`config.mk`:
```
export PLATFORM = sky130hd
export DESIGN_NAME = audio_frame_sampler
export DESIGN_NICKNAME = d
export VERILOG_FILES = /design/src/rtl/audio_pkg.sv /design/src/rtl/audio_frame_sampler_abs_sat.sv /design/src/rtl/audio_frame_sampler.sv
export SDC_FILE = /design/constraint.sdc
export NUM_CORES = 1
export LEC_CHECK = 0
export ABC_AREA = 1
export BUFFER_PORTS_ARGS = -buffer_cell sky130_fd_sc_hd__buf_2
export CAP_MARGIN = 20
export CORE_MARGIN = 10
export CORE_UTILIZATION = 45
export CTS_CLUSTER_SIZE = 8
export DETAILED_ROUTE_END_ITERATION = 6
export PLACE_DENSITY = 0.65
export REMOVE_ABC_BUFFERS = 1
export SLEW_MARGIN = 20
export SYNTH_ARGS = -nofsm -noshare
export SYNTH_HDL_FRONTEND = slang
export SYNTH_SLANG_ARGS = --single-unit
```
`constraint.sdc`:
```
create_clock -name clk -period 2.8 [get_ports clk]
set_clock_uncertainty 0.15 [all_clocks]
set_input_delay 0.14 -clock clk [delete_from_list [all_inputs] [get_ports clk]]
set_output_delay 0.14 -clock clk [all_outputs]
set_load 0.05 [all_outputs]
```
`src/rtl/audio_pkg.sv`:
```
// Shared types and constants for the audio frame sampler.
package audio_pkg;

  localparam int unsigned SAMPLE_W = 24;

  // Largest magnitude a saturated absolute value can take at the default width.
  localparam logic [SAMPLE_W-1:0] SAT_LIMIT = {1'b0, {(SAMPLE_W-1){1'b1}}};

  typedef enum logic [1:0] {
    FILL = 2'd0,
    DONE = 2'd1,
    EMIT = 2'd2
  } sampler_state_t;

endpackage

```
`src/rtl/audio_frame_sampler_abs_sat.sv`:
```
// Saturating absolute value of a two's complement sample.
module abs_sat #(
  parameter int unsigned SAMPLE_W = 24
) (
  input  logic [SAMPLE_W-1:0] sample_i,
  output logic [SAMPLE_W-1:0] mag_o
);

  localparam logic [SAMPLE_W-1:0] MIN_NEG = {1'b1, {(SAMPLE_W-1){1'b0}}};
  localparam logic [SAMPLE_W-1:0] MAX_POS = {1'b0, {(SAMPLE_W-1){1'b1}}};

  // Most negative value has no positive twin, so clamp it to the largest positive.
  always_comb begin
    mag_o = sample_i;
    if (sample_i == MIN_NEG) begin
      mag_o = MAX_POS;
    end else if (sample_i[SAMPLE_W-1]) begin
      mag_o = (~sample_i) + SAMPLE_W'(1);
    end
  end

endmodule

```
`src/rtl/audio_frame_sampler.sv`:
```
// Block-averages codec sample magnitudes and presents one result per video frame.
module audio_frame_sampler
  import audio_pkg::*;
#(
  parameter int unsigned LOG2N    = 3,
  parameter int unsigned SAMPLE_W = audio_pkg::SAMPLE_W
) (
  input  logic                clk,
  input  logic                rst,
  input  logic                read_ready,
  input  logic [SAMPLE_W-1:0] readdata_left,
  input  logic [SAMPLE_W-1:0] readdata_right,
  output logic                read,
  input  logic                frame_tick,
  output logic [SAMPLE_W-1:0] dataL,
  output logic [SAMPLE_W-1:0] dataR,
  output logic                en
);

  localparam int unsigned ACC_W = SAMPLE_W + LOG2N;
  localparam logic [LOG2N-1:0] CNT_LAST = {LOG2N{1'b1}};

  sampler_state_t      state_q, state_d;
  logic [LOG2N-1:0]    cnt_q, cnt_d;
  logic [ACC_W-1:0]    acc_l_q, acc_l_d, acc_r_q, acc_r_d;
  logic [SAMPLE_W-1:0] avg_l_q, avg_l_d, avg_r_q, avg_r_d;
  logic [SAMPLE_W-1:0] data_l_q, data_l_d, data_r_q, data_r_d;
  logic                en_q, en_d;

  logic [SAMPLE_W-1:0] mag_l, mag_r;
  logic [ACC_W-1:0]    mag_l_ext, mag_r_ext, sum_l, sum_r;
  logic                consume;

  abs_sat #(.SAMPLE_W(SAMPLE_W)) u_abs_l (.sample_i(readdata_left),  .mag_o(mag_l));
  abs_sat #(.SAMPLE_W(SAMPLE_W)) u_abs_r (.sample_i(readdata_right), .mag_o(mag_r));

  // The codec FIFO is always drained; nothing is acknowledged while in reset.
  assign read    = read_ready & ~rst;
  assign consume = read;

  assign mag_l_ext = ACC_W'(mag_l);
  assign mag_r_ext = ACC_W'(mag_r);
  assign sum_l     = acc_l_q + mag_l_ext;
  assign sum_r     = acc_r_q + mag_r_ext;

  // Next-state: accumulate in FILL, wait for the frame in DONE, publish in EMIT.
  always_comb begin
    state_d  = state_q;
    cnt_d    = cnt_q;
    acc_l_d  = acc_l_q;
    acc_r_d  = acc_r_q;
    avg_l_d  = avg_l_q;
    avg_r_d  = avg_r_q;
    data_l_d = data_l_q;
    data_r_d = data_r_q;
    en_d     = 1'b0;
    case (state_q)
      FILL: begin
        if (consume) begin
          if (cnt_q == CNT_LAST) begin
            avg_l_d = SAMPLE_W'(sum_l >> LOG2N);
            avg_r_d = SAMPLE_W'(sum_r >> LOG2N);
            acc_l_d = '0;
            acc_r_d = '0;
            cnt_d   = '0;
            state_d = DONE;
          end else begin
            acc_l_d = sum_l;
            acc_r_d = sum_r;
            cnt_d   = cnt_q + LOG2N'(1);
          end
        end
      end
      DONE: begin
        if (frame_tick) begin
          state_d = EMIT;
        end
      end
      EMIT: begin
        data_l_d = avg_l_q;
        data_r_d = avg_r_q;
        en_d     = 1'b1;
        state_d  = FILL;
        // A pair taken here opens the next block.
        if (consume) begin
          acc_l_d = mag_l_ext;
          acc_r_d = mag_r_ext;
          cnt_d   = LOG2N'(1);
        end
      end
      default: begin
        state_d = FILL;
      end
    endcase
  end

  // State and output registers with synchronous reset.
  always_ff @(posedge clk) begin
    if (rst) begin
      state_q  <= FILL;
      cnt_q    <= '0;
      acc_l_q  <= '0;
      acc_r_q  <= '0;
      avg_l_q  <= '0;
      avg_r_q  <= '0;
      data_l_q <= '0;
      data_r_q <= '0;
      en_q     <= 1'b0;
    end else begin
      state_q  <= state_d;
      cnt_q    <= cnt_d;
      acc_l_q  <= acc_l_d;
      acc_r_q  <= acc_r_d;
      avg_l_q  <= avg_l_d;
      avg_r_q  <= avg_r_d;
      data_l_q <= data_l_d;
      data_r_q <= data_r_d;
      en_q     <= en_d;
    end
  end

  assign dataL = data_l_q;
  assign dataR = data_r_q;
  assign en    = en_q;

endmodule

```
Yosys cells after proc, flatten, opt, wreduce, memory -nomap -nowiden
Index checks and enable logic that the tools add are counted.
{"block": "classes", "n_addsub": 5, "n_eq_ne": 9, "n_mux": 21, "bitwise_logic": 4, "reduce_logical": 5}
{"cell": "2-to-1 mux 27 bit", "count": 6}
{"cell": "one-hot mux 27 bit (2 select lines)", "count": 2}
{"cell": "2-to-1 mux 24 bit", "count": 4}
{"cell": "adder 27 x 24 -> 27 bit", "count": 2}
{"cell": "adder 24 x 1 -> 24 bit, second input constant", "count": 2}
{"cell": "== test 24 bit, second input constant", "count": 2}
{"cell": "inverter 24 bit", "count": 2}
{"cell": "2-to-1 mux 3 bit", "count": 3}
{"cell": "AND reduction 3 bit", "count": 3}
{"cell": "inequality test 2 bit, second input constant", "count": 4}
{"cell": "2-to-1 mux 2 bit", "count": 3}
{"cell": "one-hot mux 3 bit (2 select lines)", "count": 1}
{"cell": "one-hot mux 2 bit (2 select lines)", "count": 1}
{"cell": "adder 3 x 1 -> 3 bit, second input constant", "count": 1}
{"cell": "== test 3 bit, second input constant", "count": 1}
{"cell": "== test 2 x 1 -> 1 bit, second input constant", "count": 1}
{"cell": "== test 2 bit, second input constant", "count": 1}
{"cell": "logical NOT 2 bit", "count": 1}
{"cell": "nonzero test 2 bit", "count": 1}
{"cell": "AND 1 bit", "count": 1}
{"cell": "2-to-1 mux 1 bit", "count": 1}
{"cell": "inverter 1 bit", "count": 1}
{"block": "word_totals", "regBits": 156, "input_bits": 52, "output_inout_bits": 50}

Logic depth before layout (Yosys ltp)
{"block": "logic_depth", "ltp_word": 8, "ltp_mapped": 24, "mapped_depth_nobuf": 24}

Cells and area by module
From an unflattened synthesis, not the netlist that was laid out.
{"block": "hier_totals", "cells_unflattened": 1917, "hier_area_um2": 11542.3}
{"module": "audio_frame_sampler", "instances": 1, "cells_per_inst": 1585, "area_each_um2": 9843.2, "seq_area_each_um2": 3123.0}
{"module": "abs_sat", "instances": 2, "cells_per_inst": 166, "area_each_um2": 849.6, "seq_area_each_um2": 0.0}

Worst setup path after synthesis
Ideal clock, no wire load.
{"block": "synth_path", "path_type": "input -> register", "from": "in readdata_right[0]", "to": "reg avg_r_q[21]", "setup_ns": 0.109, "arrival_time_ns": 2.516, "setup_slack_ns": 0.026, "cell_stages": 22, "cell_sequence": "inv_1 -> ha_1 -> nand2_1 -> nor2_1 -> nand3_1 -> buf_2 -> nand2_1 -> ha_1 -> inv_1 -> fa_1 -> inv_1 -> nand3_1 -> nand2_1 -> nand2_1 -> nand2_1 -> nand3_1 -> nand3_1 -> nand2_1 -> nand2_1 -> nand2_1 -> nand2_1 -> inv_1"}
{"block": "synth_between", "elab_chain_cells": 5, "word_cells_on_any_way": 6, "classes_between": "2 x add/sub; 1 x eq/ne; 2 x mux; 1 x bitwise"}
{"item": "start: declaration", "line_no": "audio_frame_sampler.sv:12", "source": "input logic [SAMPLE_W-1:0] readdata_right,"}
{"item": "inverter 24 bit", "line_no": "audio_frame_sampler_abs_sat.sv:18", "source": "mag_o = (~sample_i) + SAMPLE_W'(1);"}
{"item": "adder 24 x 1 -> 24 bit", "line_no": "audio_frame_sampler_abs_sat.sv:18"}
{"item": "2-to-1 mux 24 bit", "line_no": "audio_frame_sampler_abs_sat.sv:17", "source": "end else if (sample_i[SAMPLE_W-1]) begin"}
{"item": "2-to-1 mux 24 bit *", "line_no": "audio_frame_sampler_abs_sat.sv:15", "source": "if (sample_i == MIN_NEG) begin"}
{"item": "adder 27 x 24 -> 27 bit *", "line_no": "audio_frame_sampler.sv:44", "source": "assign sum_r = acc_r_q + mag_r_ext;"}
{"item": "end signal: assignment", "line_no": "audio_frame_sampler.sv:115", "source": "avg_r_q <= avg_r_d;"}
{"item": "end: declaration", "line_no": "audio_frame_sampler.sv:26", "source": "logic [SAMPLE_W-1:0] avg_l_q, avg_l_d, avg_r_q, avg_r_d;"}
Mark *: on every way between the ends. The rest lies on a longest branch, timed or not.
A chain may end at the register's enable or synchronous reset.

Final worst setup path
{"block": "layout_path", "from": "in readdata_right[11]", "to": "reg avg_r_q[14]"}
The elaborated chain is that of the path after synthesis.

==> impl_metrics.tcl <==
set metrics [dict create \
    cts-root-buf "clkbuf_16" \
    netlist_area_um2 11500 \
    die_y_um 180 \
    die_area_um2 32500 \
    antenna_found_initial 0 \
    synth_area_leader_cell "dfxtp_1" \
    routed_via_density 4.99 \
    ir_worst_vdd_v 0.000361 \
    met3_usage_pct 2.79 \
    drive_gt1_share_pct 19.8 \
    grt_pass1_vias 12600 \
    synth_cell_type_count 45 \
    initial_core_util_pct 45.7 \
    ys_seq_area_share_pct 27.0 \
    top_usage_layer "met2" \
    cts_buffers 17 \
    grt_util_met1_pct 27.6 \
    p_leak_nw 8.53 \
    cp_max_fo 5 \
    cp_common_cell "nand2_1" \
    slew_violations 0 \
    grt_overflow 0 \
    maxSlewHeadroom_pct 38.8 \
    hold_class "in -> reg" \
    cts_max_level 4 \
    die_w_um 180 \
    outcome "complete, no violations" \
    grt_use_total_pct 23.2 \
    rows 58 \
    period_share_pct 93.0 \
    finalSetupViolations 0 \
    wl_um 38900 \
    vias 13100 \
    multiInputGateArea_um2 7370 \
    gp_congestion 1.00 \
    min-delay-start "readdata_left[0]" \
    tightestPinTransition_ns 0.918 \
    slowest_stage "ha_1" \
    clockBufferDepth 2 \
    powerDensity_nw_per_um2 526 \
    drtIter0Drc 751 \
    grt_pass1_wl_um 63200 \
    fin_crit_ns 2.60 \
    io_pins 102 \
    hold_viol_final 0 \
    cts_tree "done" \
    rsz0062_at_grt "true" \
    drt_first_pass_iters 5 \
    max_stage_delay_ns 0.29 \
    crit_path_start "readdata_right[11]" \
    avgSynthCellArea_um2 5.83 \
    grt_use_met2_pct 42.2 \
    critPathKind "in -> reg" \
    fill_cells 2551 \
    place_hpwl_um 29100 \
    remaining_drc_errors 0 \
    coreArea_um2 25300 \
    cts_sinks 156 \
    path_cells "buf_2, nor2_1, buf_4, and2_1, nand3_2, nor2_4, nand3_4, nand2_2, ha_1, nand2_1, nand2_1, inv_1, nand2_1, inv_1, nand3_1, buf_4, nand2_1, nand3b_1, nand2_1, nand2_1, o211ai_1, inv_1" \
    yosysWarnings 0 \
    crit_path_end_kind "flip-flop" \
    seq_area_um2 3120 \
    arrival_ns 2.78 \
    fin_area_um2 14900 \
    wl_per_cell_um 14.8 \
    crit_required_ns 2.98 \
    yosysTopAreaCellShare_pct 27.0 \
    post_cts_buffers 0 \
    place_area_um2 14000 \
    fmax_mhz 384 \
    detail-route-antenna-nets 0 \
    grt_start_max_net_pins 117 \
    ys_ff_latch 156 \
    insertion_delay_ns 0.44 \
    p_total_mw 7.84 \
    netlist_instances 1982 \
    cp-start-kind "primary input" \
    area_delta_synth_final_pct 29.1 \
    finalNetCount 2388 \
    n_antenna_cell 0 \
    maxCapViolCount 0 \
    critical_path.reg2reg.startpoint "acc_l_q[0]" \
    portBuffers 101 \
    clk_pin_slew_ns 0.08 \
    synth.area.top_cells "dfxtp_1 27%, nand2_1 23%, inv_1 9.1%, nor2_1 8.3%, ha_1 5.6%" \
]
[final timing paths]
check,slack (ns),endpoint,cells past startpoint
worst max-delay path,0.20,avg_r_q[14],22
worst max register to register,0.48,acc_l_q[14],13
worst min-delay path,0.08,acc_l_q[0],6
worst min register to register,0.30,dataL[17],2
[final cells by class]
cell class	instances	area share [%]
timing repair buffer	342	15.7
sequential	156	20.9
clock buffer	19	2.97
clock inverter	13	0.856
inverter	289	7.29
tap	330	2.77
multi-input combinational	1476	49.5
[cell usage in the layout (no fill, tap or decap), types with 5 or more instances in the layout]
cell       count
a21oi_1       85
buf_2        101
buf_4        238
clkbuf_16     17
dfxtp_1      156
ha_1          43
ha_4           7
inv_1        280
inv_2          8
inv_6          5
nand2_1      687
nand2_2       11
nand3_1      122
nand3_2        8
nand3b_1      19
nand4_1       23
nor2_1       239
nor2_2        16
nor2_4         8
nor3_1         5
o211ai_1      23
o21ai_0       80
o21ai_1        7
or2_2          5
xnor2_1        5
xor2_1        32
[kinds of logic (layout without fill, tap and decap cells)]
kind of cell             after synthesis  count (layout)  synth area share [%]
AO/OA/AOI/OAI                        222             222                  10.7
XOR/XNOR                              41              41                  3.11
adder cells (fa/ha/maj)               54              54                  5.98
buffers and inverters                351             663                  11.8
flip-flops                           156             156                  27.0
AND/OR/NAND/NOR                     1158            1159                  41.4
[sequential cells by signal, indices dropped and copies added (netlist names)]
register / flops
acc_l_q: 27
dataL: 24
cnt_q: 3
acc_r_q: 27
avg_l_q: 24
state_q: 2
en: 1
dataR: 24
avg_r_q: 24
[layer usage]
layer	wire, um	up-vias
met3	1420	64
met2	19200	290
met5	0	-
met1	17400	5966
li1	-	6787
met4	972	0
[critical path, delay by kind of cell]
kind / cells / cell delay (ns)
buffers and inverters: 6 / 0.61
AND/OR/NAND/NOR: 14 / 1.66
adder cells (fa/ha/maj): 1 / 0.29
AO/OA/AOI/OAI: 1 / 0.08
[cell usage after synthesis (all sizes together)]
cell type	instances
o21bai	3
clkbuf	37
nand3	131
nor3	8
a32o	1
o31ai	3
o21a	1
nor2	265
a221oi	1
ha	52
nand3b	19
dfxtp	156
a21oi	86
buf	25
nand4	24
or2	6
and2	3
a21boi	6
o21ai	87
o211ai	23
nand2	701
xor2	36
nor3b	1
o22ai	1
a21o	1
a31oi	5
inv	289
fa	2
a22oi	4
xnor2	5
[power breakdown]
group	total [mW]	internal, mW	switching [mW]
clock network	2.37	1.27	1.10
logic	3.07	1.32	1.75
registers	2.40	2.32	0.0746
total	7.84	4.91	2.93
[repair_timing]
item | 4_1_cts | 5_1_grt
endpoints found under the hold margin | 2 | 0
resized for setup | 2 | 62
endpoints found under the setup margin | 13 | 73
pin swaps | 0 | 5
hold buffers | 1 | 0
gates cloned | 0 | 1
[per-stage QoR]
stage	TNS [ns]	util [%]	hold slack [ns]	setup slack [ns]	std cells
finish	0	59.0	0.0765	0.195	2625
global route	-0.124	59.0	0.101	-0.0485	2625
CTS	0	57.8	0.0707	0.00398	2624
detailed placement	-25.05	55.5	0.214	-0.554	2591
global placement	-23.37	55.5	0.209	-0.515	2591
floorplan	-24.61	-	0.0591	-0.750	1920
Power figures use the tool's default switching activity.
